## config.mk

```make
export PLATFORM = sky130hd
export DESIGN_NAME = mc_control_flat
export DESIGN_NICKNAME = d
export VERILOG_FILES = /design/src/rtl/mc_pkg.sv /design/src/rtl/mc_control_if.sv /design/src/rtl/mc_control_alu_decoder.sv /design/src/rtl/mc_control.sv /design/src/flat_wrapper.sv
export SDC_FILE = /design/constraint.sdc
export NUM_CORES = 1
export LEC_CHECK = 0
export ABC_AREA = 0
export CAP_MARGIN = 10
export CORE_MARGIN = 2
export CORE_UTILIZATION = 49
export CTS_CLUSTER_SIZE = 10
export DETAILED_ROUTE_END_ITERATION = 7
export PLACE_DENSITY = 0.85
export REMOVE_ABC_BUFFERS = 1
export SYNTH_ARGS = -nofsm -noshare
export SYNTH_HDL_FRONTEND = slang
export SYNTH_SLANG_ARGS = --single-unit
export TNS_END_PERCENT = 20
```

## constraint.sdc

```tcl
create_clock -name clk -period 4.2 [get_ports clk]
set_input_delay 0.84 -clock clk [delete_from_list [all_inputs] [get_ports clk]]
set_output_delay 0.84 -clock clk [all_outputs]
set_load 0.05 [all_outputs]
```

## src/rtl/mc_pkg.sv

```systemverilog
// Shared encodings for the multi-cycle MIPS control FSM: states, opcode/funct
// constants, ALU control codes and datapath mux encodings.
package mc_pkg;

  typedef enum logic [3:0] {
    S_FETCH, S_DECODE, S_MEMADR, S_MEMRD, S_MEMWB, S_MEMWR, S_EXEC,
    S_ALUWB, S_BRANCH, S_ADDIEX, S_ADDIWB, S_JUMP, S_HALT
  } state_e;

  // Which kind of ALU operation the current state asks for.
  typedef enum logic [1:0] {AC_NONE, AC_ADD, AC_SUB, AC_FUNCT} alu_class_e;

  localparam logic [5:0] OP_RTYPE = 6'b000000;
  localparam logic [5:0] OP_LW    = 6'b100011;
  localparam logic [5:0] OP_SW    = 6'b101011;
  localparam logic [5:0] OP_BEQ   = 6'b000100;
  localparam logic [5:0] OP_ADDI  = 6'b001000;
  localparam logic [5:0] OP_J     = 6'b000010;

  localparam logic [5:0] FN_ADD = 6'b100000;
  localparam logic [5:0] FN_SUB = 6'b100010;
  localparam logic [5:0] FN_AND = 6'b100100;
  localparam logic [5:0] FN_OR  = 6'b100101;
  localparam logic [5:0] FN_SLT = 6'b101010;

  localparam logic [2:0] ALU_ADD = 3'b010;
  localparam logic [2:0] ALU_SUB = 3'b110;
  localparam logic [2:0] ALU_AND = 3'b000;
  localparam logic [2:0] ALU_OR  = 3'b001;
  localparam logic [2:0] ALU_SLT = 3'b111;

  localparam logic [1:0] PCSRC_PC4 = 2'b00;
  localparam logic [1:0] PCSRC_BR  = 2'b01;
  localparam logic [1:0] PCSRC_JMP = 2'b10;

  localparam logic [1:0] SRCB_B       = 2'b00;
  localparam logic [1:0] SRCB_FOUR    = 2'b01;
  localparam logic [1:0] SRCB_IMM     = 2'b10;
  localparam logic [1:0] SRCB_IMM_SH2 = 2'b11;

  typedef struct packed {
    logic       pc_write;
    logic [1:0] pc_src;
    logic       iord;
    logic       mem_read;
    logic       mem_write;
    logic       ir_write;
    logic       reg_write;
    logic       reg_dst;
    logic       mem_to_reg;
    logic       alu_src_a;
    logic [1:0] alu_src_b;
    logic       instr_done;
    logic       halted;
  } ctrl_t;

  function automatic logic is_mem_state(state_e s);
    return (s == S_FETCH) || (s == S_MEMRD) || (s == S_MEMWR);
  endfunction

endpackage

```

## src/rtl/mc_control_if.sv

```systemverilog
// Controller <-> datapath bundle: IR fields and status in, enables/selects out.
interface mc_control_if;
  logic [5:0] opcode;
  logic [5:0] funct;
  logic       zero;
  logic       mem_ready;
  logic       pc_write;
  logic [1:0] pc_src;
  logic       iord;
  logic       mem_read;
  logic       mem_write;
  logic       ir_write;
  logic       reg_write;
  logic       reg_dst;
  logic       mem_to_reg;
  logic       alu_src_a;
  logic [1:0] alu_src_b;
  logic [2:0] alu_ctrl;
  logic       instr_done;
  logic       halted;
  logic       mem_timeout;

  modport master (
    input  opcode, funct, zero, mem_ready,
    output pc_write, pc_src, iord, mem_read, mem_write, ir_write, reg_write,
           reg_dst, mem_to_reg, alu_src_a, alu_src_b, alu_ctrl, instr_done,
           halted, mem_timeout
  );

  modport slave (
    output opcode, funct, zero, mem_ready,
    input  pc_write, pc_src, iord, mem_read, mem_write, ir_write, reg_write,
           reg_dst, mem_to_reg, alu_src_a, alu_src_b, alu_ctrl, instr_done,
           halted, mem_timeout
  );
endinterface

```

## src/rtl/mc_control_alu_decoder.sv

```systemverilog
// Maps the state's ALU class and the R-type funct field to an ALU control code;
// funct_valid tells DECODE whether the R-type op is supported.
module alu_decoder
  import mc_pkg::*;
(
  input  alu_class_e alu_class,
  input  logic [5:0] funct,
  output logic [2:0] alu_ctrl,
  output logic       funct_valid
);

  logic [2:0] funct_ctrl;

  always_comb begin
    funct_valid = 1'b1;
    funct_ctrl  = ALU_AND;
    case (funct)
      FN_ADD:  funct_ctrl = ALU_ADD;
      FN_SUB:  funct_ctrl = ALU_SUB;
      FN_AND:  funct_ctrl = ALU_AND;
      FN_OR:   funct_ctrl = ALU_OR;
      FN_SLT:  funct_ctrl = ALU_SLT;
      default: funct_valid = 1'b0;
    endcase
  end

  always_comb begin
    alu_ctrl = 3'b000;
    case (alu_class)
      AC_ADD:   alu_ctrl = ALU_ADD;
      AC_SUB:   alu_ctrl = ALU_SUB;
      AC_FUNCT: alu_ctrl = funct_ctrl;
      default:  alu_ctrl = 3'b000;
    endcase
  end

endmodule

```

## src/rtl/mc_control.sv

```systemverilog
// Multi-cycle MIPS control FSM: sequences fetch/decode/execute over several
// cycles, stalls on mem_ready, halts on unsupported opcodes or memory timeout.
module mc_control
  import mc_pkg::*;
#(
  parameter int MEM_WAIT_MAX = 15
) (
  input  logic         clk,
  input  logic         reset,
  mc_control_if.master bus
);

  localparam int CW = $clog2(MEM_WAIT_MAX + 1);

  state_e     state_q, state_d;
  logic [CW-1:0] wait_q, wait_d;
  logic       timeout_q, timeout_d;
  ctrl_t      ctrl, ctrl_o;
  alu_class_e alu_class;
  logic [2:0] alu_ctrl;
  logic       funct_valid;

  alu_decoder u_alu_dec (
    .alu_class   (alu_class),
    .funct       (bus.funct),
    .alu_ctrl    (alu_ctrl),
    .funct_valid (funct_valid)
  );

  always_ff @(posedge clk or posedge reset) begin
    if (reset) begin
      state_q   <= S_FETCH;
      wait_q    <= '0;
      timeout_q <= 1'b0;
    end else begin
      state_q   <= state_d;
      wait_q    <= wait_d;
      timeout_q <= timeout_d;
    end
  end

  // ALU class depends on state only, keeping the decoder out of the FSM loop.
  always_comb begin
    alu_class = AC_NONE;
    case (state_q)
      S_FETCH, S_DECODE, S_MEMADR, S_ADDIEX: alu_class = AC_ADD;
      S_BRANCH:                              alu_class = AC_SUB;
      S_EXEC:                                alu_class = AC_FUNCT;
      default:                               alu_class = AC_NONE;
    endcase
  end

  always_comb begin
    state_d   = state_q;
    wait_d    = '0;
    timeout_d = timeout_q;
    ctrl      = '0;
    case (state_q)
      S_FETCH: begin
        ctrl.mem_read  = 1'b1;
        ctrl.alu_src_b = SRCB_FOUR;
        if (bus.mem_ready) begin
          ctrl.ir_write = 1'b1;
          ctrl.pc_write = 1'b1;
          ctrl.pc_src   = PCSRC_PC4;
          state_d       = S_DECODE;
        end
      end
      S_DECODE: begin
        ctrl.alu_src_b = SRCB_IMM_SH2;
        case (bus.opcode)
          OP_RTYPE:     state_d = funct_valid ? S_EXEC : S_HALT;
          OP_LW, OP_SW: state_d = S_MEMADR;
          OP_BEQ:       state_d = S_BRANCH;
          OP_ADDI:      state_d = S_ADDIEX;
          OP_J:         state_d = S_JUMP;
          default:      state_d = S_HALT;
        endcase
      end
      S_MEMADR: begin
        ctrl.alu_src_a = 1'b1;
        ctrl.alu_src_b = SRCB_IMM;
        state_d        = (bus.opcode == OP_SW) ? S_MEMWR : S_MEMRD;
      end
      S_MEMRD: begin
        ctrl.mem_read = 1'b1;
        ctrl.iord     = 1'b1;
        if (bus.mem_ready) state_d = S_MEMWB;
      end
      S_MEMWB: begin
        ctrl.reg_write  = 1'b1;
        ctrl.mem_to_reg = 1'b1;
        ctrl.instr_done = 1'b1;
        state_d         = S_FETCH;
      end
      S_MEMWR: begin
        ctrl.mem_write = 1'b1;
        ctrl.iord      = 1'b1;
        if (bus.mem_ready) begin
          ctrl.instr_done = 1'b1;
          state_d         = S_FETCH;
        end
      end
      S_EXEC: begin
        ctrl.alu_src_a = 1'b1;
        ctrl.alu_src_b = SRCB_B;
        state_d        = S_ALUWB;
      end
      S_ALUWB: begin
        ctrl.reg_write  = 1'b1;
        ctrl.reg_dst    = 1'b1;
        ctrl.instr_done = 1'b1;
        state_d         = S_FETCH;
      end
      S_BRANCH: begin
        ctrl.alu_src_a  = 1'b1;
        ctrl.alu_src_b  = SRCB_B;
        ctrl.pc_src     = PCSRC_BR;
        ctrl.pc_write   = bus.zero;
        ctrl.instr_done = 1'b1;
        state_d         = S_FETCH;
      end
      S_ADDIEX: begin
        ctrl.alu_src_a = 1'b1;
        ctrl.alu_src_b = SRCB_IMM;
        state_d        = S_ADDIWB;
      end
      S_ADDIWB: begin
        ctrl.reg_write  = 1'b1;
        ctrl.instr_done = 1'b1;
        state_d         = S_FETCH;
      end
      S_JUMP: begin
        ctrl.pc_write   = 1'b1;
        ctrl.pc_src     = PCSRC_JMP;
        ctrl.instr_done = 1'b1;
        state_d         = S_FETCH;
      end
      S_HALT:  ctrl.halted = 1'b1;
      default: state_d = S_HALT;
    endcase

    // Consecutive not-ready cycles in a memory state; the limit overrides stalling.
    if (is_mem_state(state_q) && !bus.mem_ready) begin
      if (wait_q == CW'(MEM_WAIT_MAX - 1)) begin
        state_d   = S_HALT;
        timeout_d = 1'b1;
      end else begin
        wait_d = wait_q + 1'b1;
      end
    end
  end

  // Reset is asynchronous, so gate outputs directly to kill strobes immediately.
  always_comb begin
    ctrl_o = reset ? '0 : ctrl;
  end

  assign bus.pc_write    = ctrl_o.pc_write;
  assign bus.pc_src      = ctrl_o.pc_src;
  assign bus.iord        = ctrl_o.iord;
  assign bus.mem_read    = ctrl_o.mem_read;
  assign bus.mem_write   = ctrl_o.mem_write;
  assign bus.ir_write    = ctrl_o.ir_write;
  assign bus.reg_write   = ctrl_o.reg_write;
  assign bus.reg_dst     = ctrl_o.reg_dst;
  assign bus.mem_to_reg  = ctrl_o.mem_to_reg;
  assign bus.alu_src_a   = ctrl_o.alu_src_a;
  assign bus.alu_src_b   = ctrl_o.alu_src_b;
  assign bus.instr_done  = ctrl_o.instr_done;
  assign bus.halted      = ctrl_o.halted;
  assign bus.alu_ctrl    = reset ? 3'b000 : alu_ctrl;
  assign bus.mem_timeout = reset ? 1'b0 : timeout_q;

endmodule

```

## src/flat_wrapper.sv

```systemverilog
// flat-port wrapper written by rule: the top's interface ports become plain ports
module mc_control_flat import mc_pkg::*;
#(
  parameter int MEM_WAIT_MAX = 15
)
  (clk, reset, bus_opcode, bus_funct, bus_zero, bus_mem_ready, bus_pc_write, bus_pc_src, bus_iord, bus_mem_read, bus_mem_write, bus_ir_write, bus_reg_write, bus_reg_dst, bus_mem_to_reg, bus_alu_src_a, bus_alu_src_b, bus_alu_ctrl, bus_instr_done, bus_halted, bus_mem_timeout);
  mc_control_if bus_i ();
  input  logic clk;
  input  logic reset;
  input wire logic [$bits(bus_i.opcode)-1:0] bus_opcode;
  input wire logic [$bits(bus_i.funct)-1:0] bus_funct;
  input wire logic [$bits(bus_i.zero)-1:0] bus_zero;
  input wire logic [$bits(bus_i.mem_ready)-1:0] bus_mem_ready;
  output wire logic [$bits(bus_i.pc_write)-1:0] bus_pc_write;
  output wire logic [$bits(bus_i.pc_src)-1:0] bus_pc_src;
  output wire logic [$bits(bus_i.iord)-1:0] bus_iord;
  output wire logic [$bits(bus_i.mem_read)-1:0] bus_mem_read;
  output wire logic [$bits(bus_i.mem_write)-1:0] bus_mem_write;
  output wire logic [$bits(bus_i.ir_write)-1:0] bus_ir_write;
  output wire logic [$bits(bus_i.reg_write)-1:0] bus_reg_write;
  output wire logic [$bits(bus_i.reg_dst)-1:0] bus_reg_dst;
  output wire logic [$bits(bus_i.mem_to_reg)-1:0] bus_mem_to_reg;
  output wire logic [$bits(bus_i.alu_src_a)-1:0] bus_alu_src_a;
  output wire logic [$bits(bus_i.alu_src_b)-1:0] bus_alu_src_b;
  output wire logic [$bits(bus_i.alu_ctrl)-1:0] bus_alu_ctrl;
  output wire logic [$bits(bus_i.instr_done)-1:0] bus_instr_done;
  output wire logic [$bits(bus_i.halted)-1:0] bus_halted;
  output wire logic [$bits(bus_i.mem_timeout)-1:0] bus_mem_timeout;
  assign bus_i.opcode = bus_opcode;
  assign bus_i.funct = bus_funct;
  assign bus_i.zero = bus_zero;
  assign bus_i.mem_ready = bus_mem_ready;
  assign bus_pc_write = bus_i.pc_write;
  assign bus_pc_src = bus_i.pc_src;
  assign bus_iord = bus_i.iord;
  assign bus_mem_read = bus_i.mem_read;
  assign bus_mem_write = bus_i.mem_write;
  assign bus_ir_write = bus_i.ir_write;
  assign bus_reg_write = bus_i.reg_write;
  assign bus_reg_dst = bus_i.reg_dst;
  assign bus_mem_to_reg = bus_i.mem_to_reg;
  assign bus_alu_src_a = bus_i.alu_src_a;
  assign bus_alu_src_b = bus_i.alu_src_b;
  assign bus_alu_ctrl = bus_i.alu_ctrl;
  assign bus_instr_done = bus_i.instr_done;
  assign bus_halted = bus_i.halted;
  assign bus_mem_timeout = bus_i.mem_timeout;
  mc_control #(.MEM_WAIT_MAX(MEM_WAIT_MAX)) u_core (.clk(clk), .reset(reset), .bus(bus_i));
endmodule
```

* Word-level counts from Yosys, hierarchy flattened
Index checks and enable logic that the tools add are counted.
** Storage, ports and cells
- Register bits after elaboration :: 9
- Logic and storage cells :: 78
- Output and inout port bits :: 19
** Operators by class
- Multiplexer cells :: 32
- Add/sub/neg operators :: 1
- Reductions and logical operators :: 16
- Equality and inequality tests :: 26
** Operator list (count)
- $eq 6x6->1 const B :: 7
- $pmux 4 s9 :: 1
- $mux 4 :: 8
- $eq 4x4->1 const B :: 6
- $pmux 4 s5 :: 1
- $pmux 3 s3 :: 2
- $eq 4x3->1 const B :: 4
- $mux 15 :: 1
- $mux 1 :: 12
- $pmux 2 s3 :: 2
- $pmux 3 s4 :: 1
- $reduce_or 5->1 :: 2
- $mux 3 :: 3
- $eq 4x2->1 const B :: 2
- $reduce_or 2->1 :: 4
- $reduce_or 4->1 :: 2
- $eq 6x2->1 const B :: 1
- $eq 6x3->1 const B :: 1
- $eq 6x4->1 const B :: 1
- $logic_not 6->1 :: 1
- $add 4x1->4 const B :: 1
- $eq 2x2->1 const B :: 2
- $eq 4x1->1 const B :: 1
- $logic_not 4->1 :: 1
- other kinds (7) :: 8

* Longest topological paths before layout
- Depth in word-level cells :: 8
- Mapped depth :: 6
- Depth with buffers taken out :: 6

* Modules after synthesis
Synthesis repeated with hierarchy kept, for this count alone.
** Second synthesis, totals
- Cell total of the unflattened synthesis :: 148
- Area, all modules :: 1091.0 um2
** Modules (own cells, without submodules)
- mc_control :: area each 980.9 um2, cells an instance 133, instances 1, seq. area each 225.2 um2
- alu_decoder :: area each 110.1 um2, cells an instance 15, instances 1, seq. area each 0.0 um2

* Worst setup path before layout
OpenSTA, ideal clock, no wires.
- Path type :: input to output
- Start point :: input port bus_mem_ready
- End point :: output port bus_instr_done
- Stages :: 3
- Buffers on the path :: 1
- Arrival :: 3.599 ns
- Path slack :: -0.239 ns
- Path through :: clkbuf_1 > a21oi_1 > a2111oi_0
** On the way
- Longest elaborated chain between the ends :: 3
** Ends and longest elaborated chain
- start, declared :: RTL line flat_wrapper.sv:13 : input wire logic [$bits(bus_i.mem_ready)-1:0] bus_mem_ready;
- $mux 1 :: RTL line mc_control.sv:99 : if (bus.mem_ready) begin
- $pmux 1 s2 :: RTL line mc_control.sv:58 : case (state_q)
- $mux 15 :: RTL line mc_control.sv:156 : ctrl_o = reset ? '0 : ctrl;
- end, declared :: RTL line flat_wrapper.sv:26 : output wire logic [$bits(bus_i.instr_done)-1:0] bus_instr_done;
Every way passes these cells.

* Worst setup path after layout
- Start point :: input port reset
- End point :: output port bus_pc_write
** On the way
- Longest elaborated chain between the ends :: 1
** Ends and longest elaborated chain
- start, declared :: RTL line flat_wrapper.sv:9 : input logic reset;
- $mux 15 :: RTL line mc_control.sv:156
- end, declared :: RTL line flat_wrapper.sv:14 : output wire logic [$bits(bus_i.pc_write)-1:0] bus_pc_write;
Every way passes these cells.

==> flow_summary.toml <==
[worst_setup_path]
cp_max_fo = 13
cp.arrival_ps = 2880
crit_path_end_kind = "primary output"
critPathLaunch = "reset"
crit_path_start_kind = "primary input"
rrSetupSlack_ps = 2450
worstReg2RegEnd = "u_core.state_q[1]"
endpoint = "bus_pc_write"
cp.required_ps = 3360
r2r_start = "u_core.state_q[1]"
crit_type = "in -> out"
rr_worst_depth = 4

[sta]
worst_pin_slew_ps = 680
setup_slack_ps = 482
setup_violations = 0
tns_ps = 0
min_period_over_period_pct = 88.5
slew_viol_final = 0
skew_ps = 0.671
min_period_ps = 3720
holdWs_ps = 464
relSlewSlack_pct = 54.7
fmax_ghz = 0.269
hold_viol = 0
rsz0062_at_grt = "false"

[floorplan]
die-area_sq_um = 2480
num_io_pins = 35
core.rowCount = 16
initial_core_util_pct = 52.4
die_h_microns = 49.8
core_sq_um = 1960
die_x_microns = 49.8

[clock_network]
cts.clk_slew.worst_paths_ps = 60
hold_buffers = 0
cts_tree = "done"
cts_root_buffer = "clkbuf_4"
post_cts_buffers = 0
h-tree-depth = 1
post_cts_resized = 0
cts_buffers = 3
clock_path_buffers = 2
clk_latency_ps = 250
numClockSinks = 9

[drt]
wire_per_inst_microns = 13.3
via_count = 1105
ant_nets = 0
first_iter_violations = 24
drt-pass1-iter-count = 4
drc = 0
vias_per_cell = 5.73
routed_wl_mm = 2.56

[power_and_ir_drop]
vdd_drop_max_v = 0.000309
power_density_nw_per_um2 = 484
power_mw = 0.665
power.leakage_nw = 0.542

[logic_synthesis]
synth_area_sq_um = 1030
ys_warn_count = 0
async_reset_ff_share_pct = 100
synthTopCellsByArea = "dfrtp_1, nor2_1, nand2_1"
ys.flop_type = "dfrtp_1"
synth.avg_cell_area_sq_um = 7.51
synth_top_area_share_pct = 21.9
syn_inst = 137
ys_ff_latch = 9
synth_top_area_cell = "dfrtp_1"
ys_seq_area_share_pct = 21.9
synthDistinctLibCells = 52
synth_edf_count = 0

[global_route]
grt-ovfl-total = 0
grt_pass1_wl_mm = 4.44
grt_antenna_before_repair = 0
grt_usage_pct = 22.4
grt_pass1_vias = 1035
grt_max_degree = 21

[placed_design]
place_ws_ps = 489
gp_congestion = 0.799
post_dp_cell_area_sq_um = 1350
place_inst = 189
io_buffers = 34
dp_hpwl_mm = 2.00

[layout]
n_antenna_cell = 0
final_util_pct = 70.1
final_nets = 185
final_area_sq_um = 1380
drive_above_1_share_pct = 11.4
area_growth_pct = 33.7
layout.cells.non_filler = 193

[run]
drv_cap = 0

[status]
status = "finished clean"

[min_path]
min_path_type = "reg -> reg"
## critical path, stage by stage
cell and delay (ps):
clkdlybuf4s50_1 630, inv_1 200, buf_4 200, a41o_1 200, clkdlybuf4s50_1 800
## power breakdown
part | switching, mW | internal, mW
Combinational | 0.252 | 0.163
Clock | 0.0277 | 0.0365
Sequential | 0.0796 | 0.107
Total | 0.359 | 0.306
## area by class of cell
type                            instances  area, sq um
Clock buffer                            4         26.3
Timing Repair Buffer                   36          350
Tap cell                               27         33.8
Inverter                                7         28.8
Multi-Input combinational cell        110          711
Fill cell                             180          587
Sequential cell                         9          225
## cell usage in the layout, fill, tap and decap left out, drive strengths merged, types with 2 or more instances in the layout
cell	count
nand4	3
ha	2
nand2	13
mux2	2
nor3	6
a21oi	6
clkbuf	4
xnor2	2
a31oi	2
nand3	8
o21ai	8
nor4	6
xor2	4
buf	4
nand2b	4
clkdlybuf4s50	32
nor2	17
nor2b	2
dfrtp	9
inv	7
or3	2
o21bai	3
## sequential cells by signal, summed over array words and instances, names as in the netlist
| name | flops |
|---|---|
| u_core.wait_q | 4 |
| u_core.state_q | 4 |
| u_core.timeout_q | 1 |
## worst min path at each step
stage	from	to	slack, ps	cells past startpoint
6_report	u_core.timeout_q	u_core.timeout_q	460	1
5_1_grt	u_core.timeout_q	u_core.timeout_q	480	1
4_1_cts	u_core.timeout_q	u_core.timeout_q	460	1
3_5_place_dp	u_core.timeout_q	u_core.timeout_q	450	1
2_1_floorplan	u_core.timeout_q	u_core.timeout_q	430	1
3_3_place_gp	u_core.timeout_q	u_core.timeout_q	440	1
## cells in the mapped netlist (3+ instances only)
cell,instances
dfrtp_1,9
o21bai_1,3
xor2_1,3
a21oi_1,6
nor3_1,6
buf_2,6
o21ai_0,7
nor4_1,5
nand2_1,13
inv_1,5
nor2_1,17
nand4_1,3
nand3_1,8
## logic make-up after synthesis
family | Yosys count | share of synthesized area [%]
adder cells (fa/ha/maj) | 2 | 2.43
XOR/XNOR | 6 | 5.84
flip-flops | 9 | 21.9
AO/OA/AOI/OAI | 32 | 22.8
buffers and inverters | 18 | 9.00
multiplexers | 3 | 3.16
AND/OR/NAND/NOR | 67 | 34.9
## routing by layer
metal  up-vias  global-route usage, %  share of wire [%]
li1        556                      -                  -
met4         0                   8.33               0.43
met3         2                   1.82                5.7
met1       499                   27.0                 44
met2        48                   41.1                 50
met5         -                      0                  0
(Power assumes the default switching activity.)
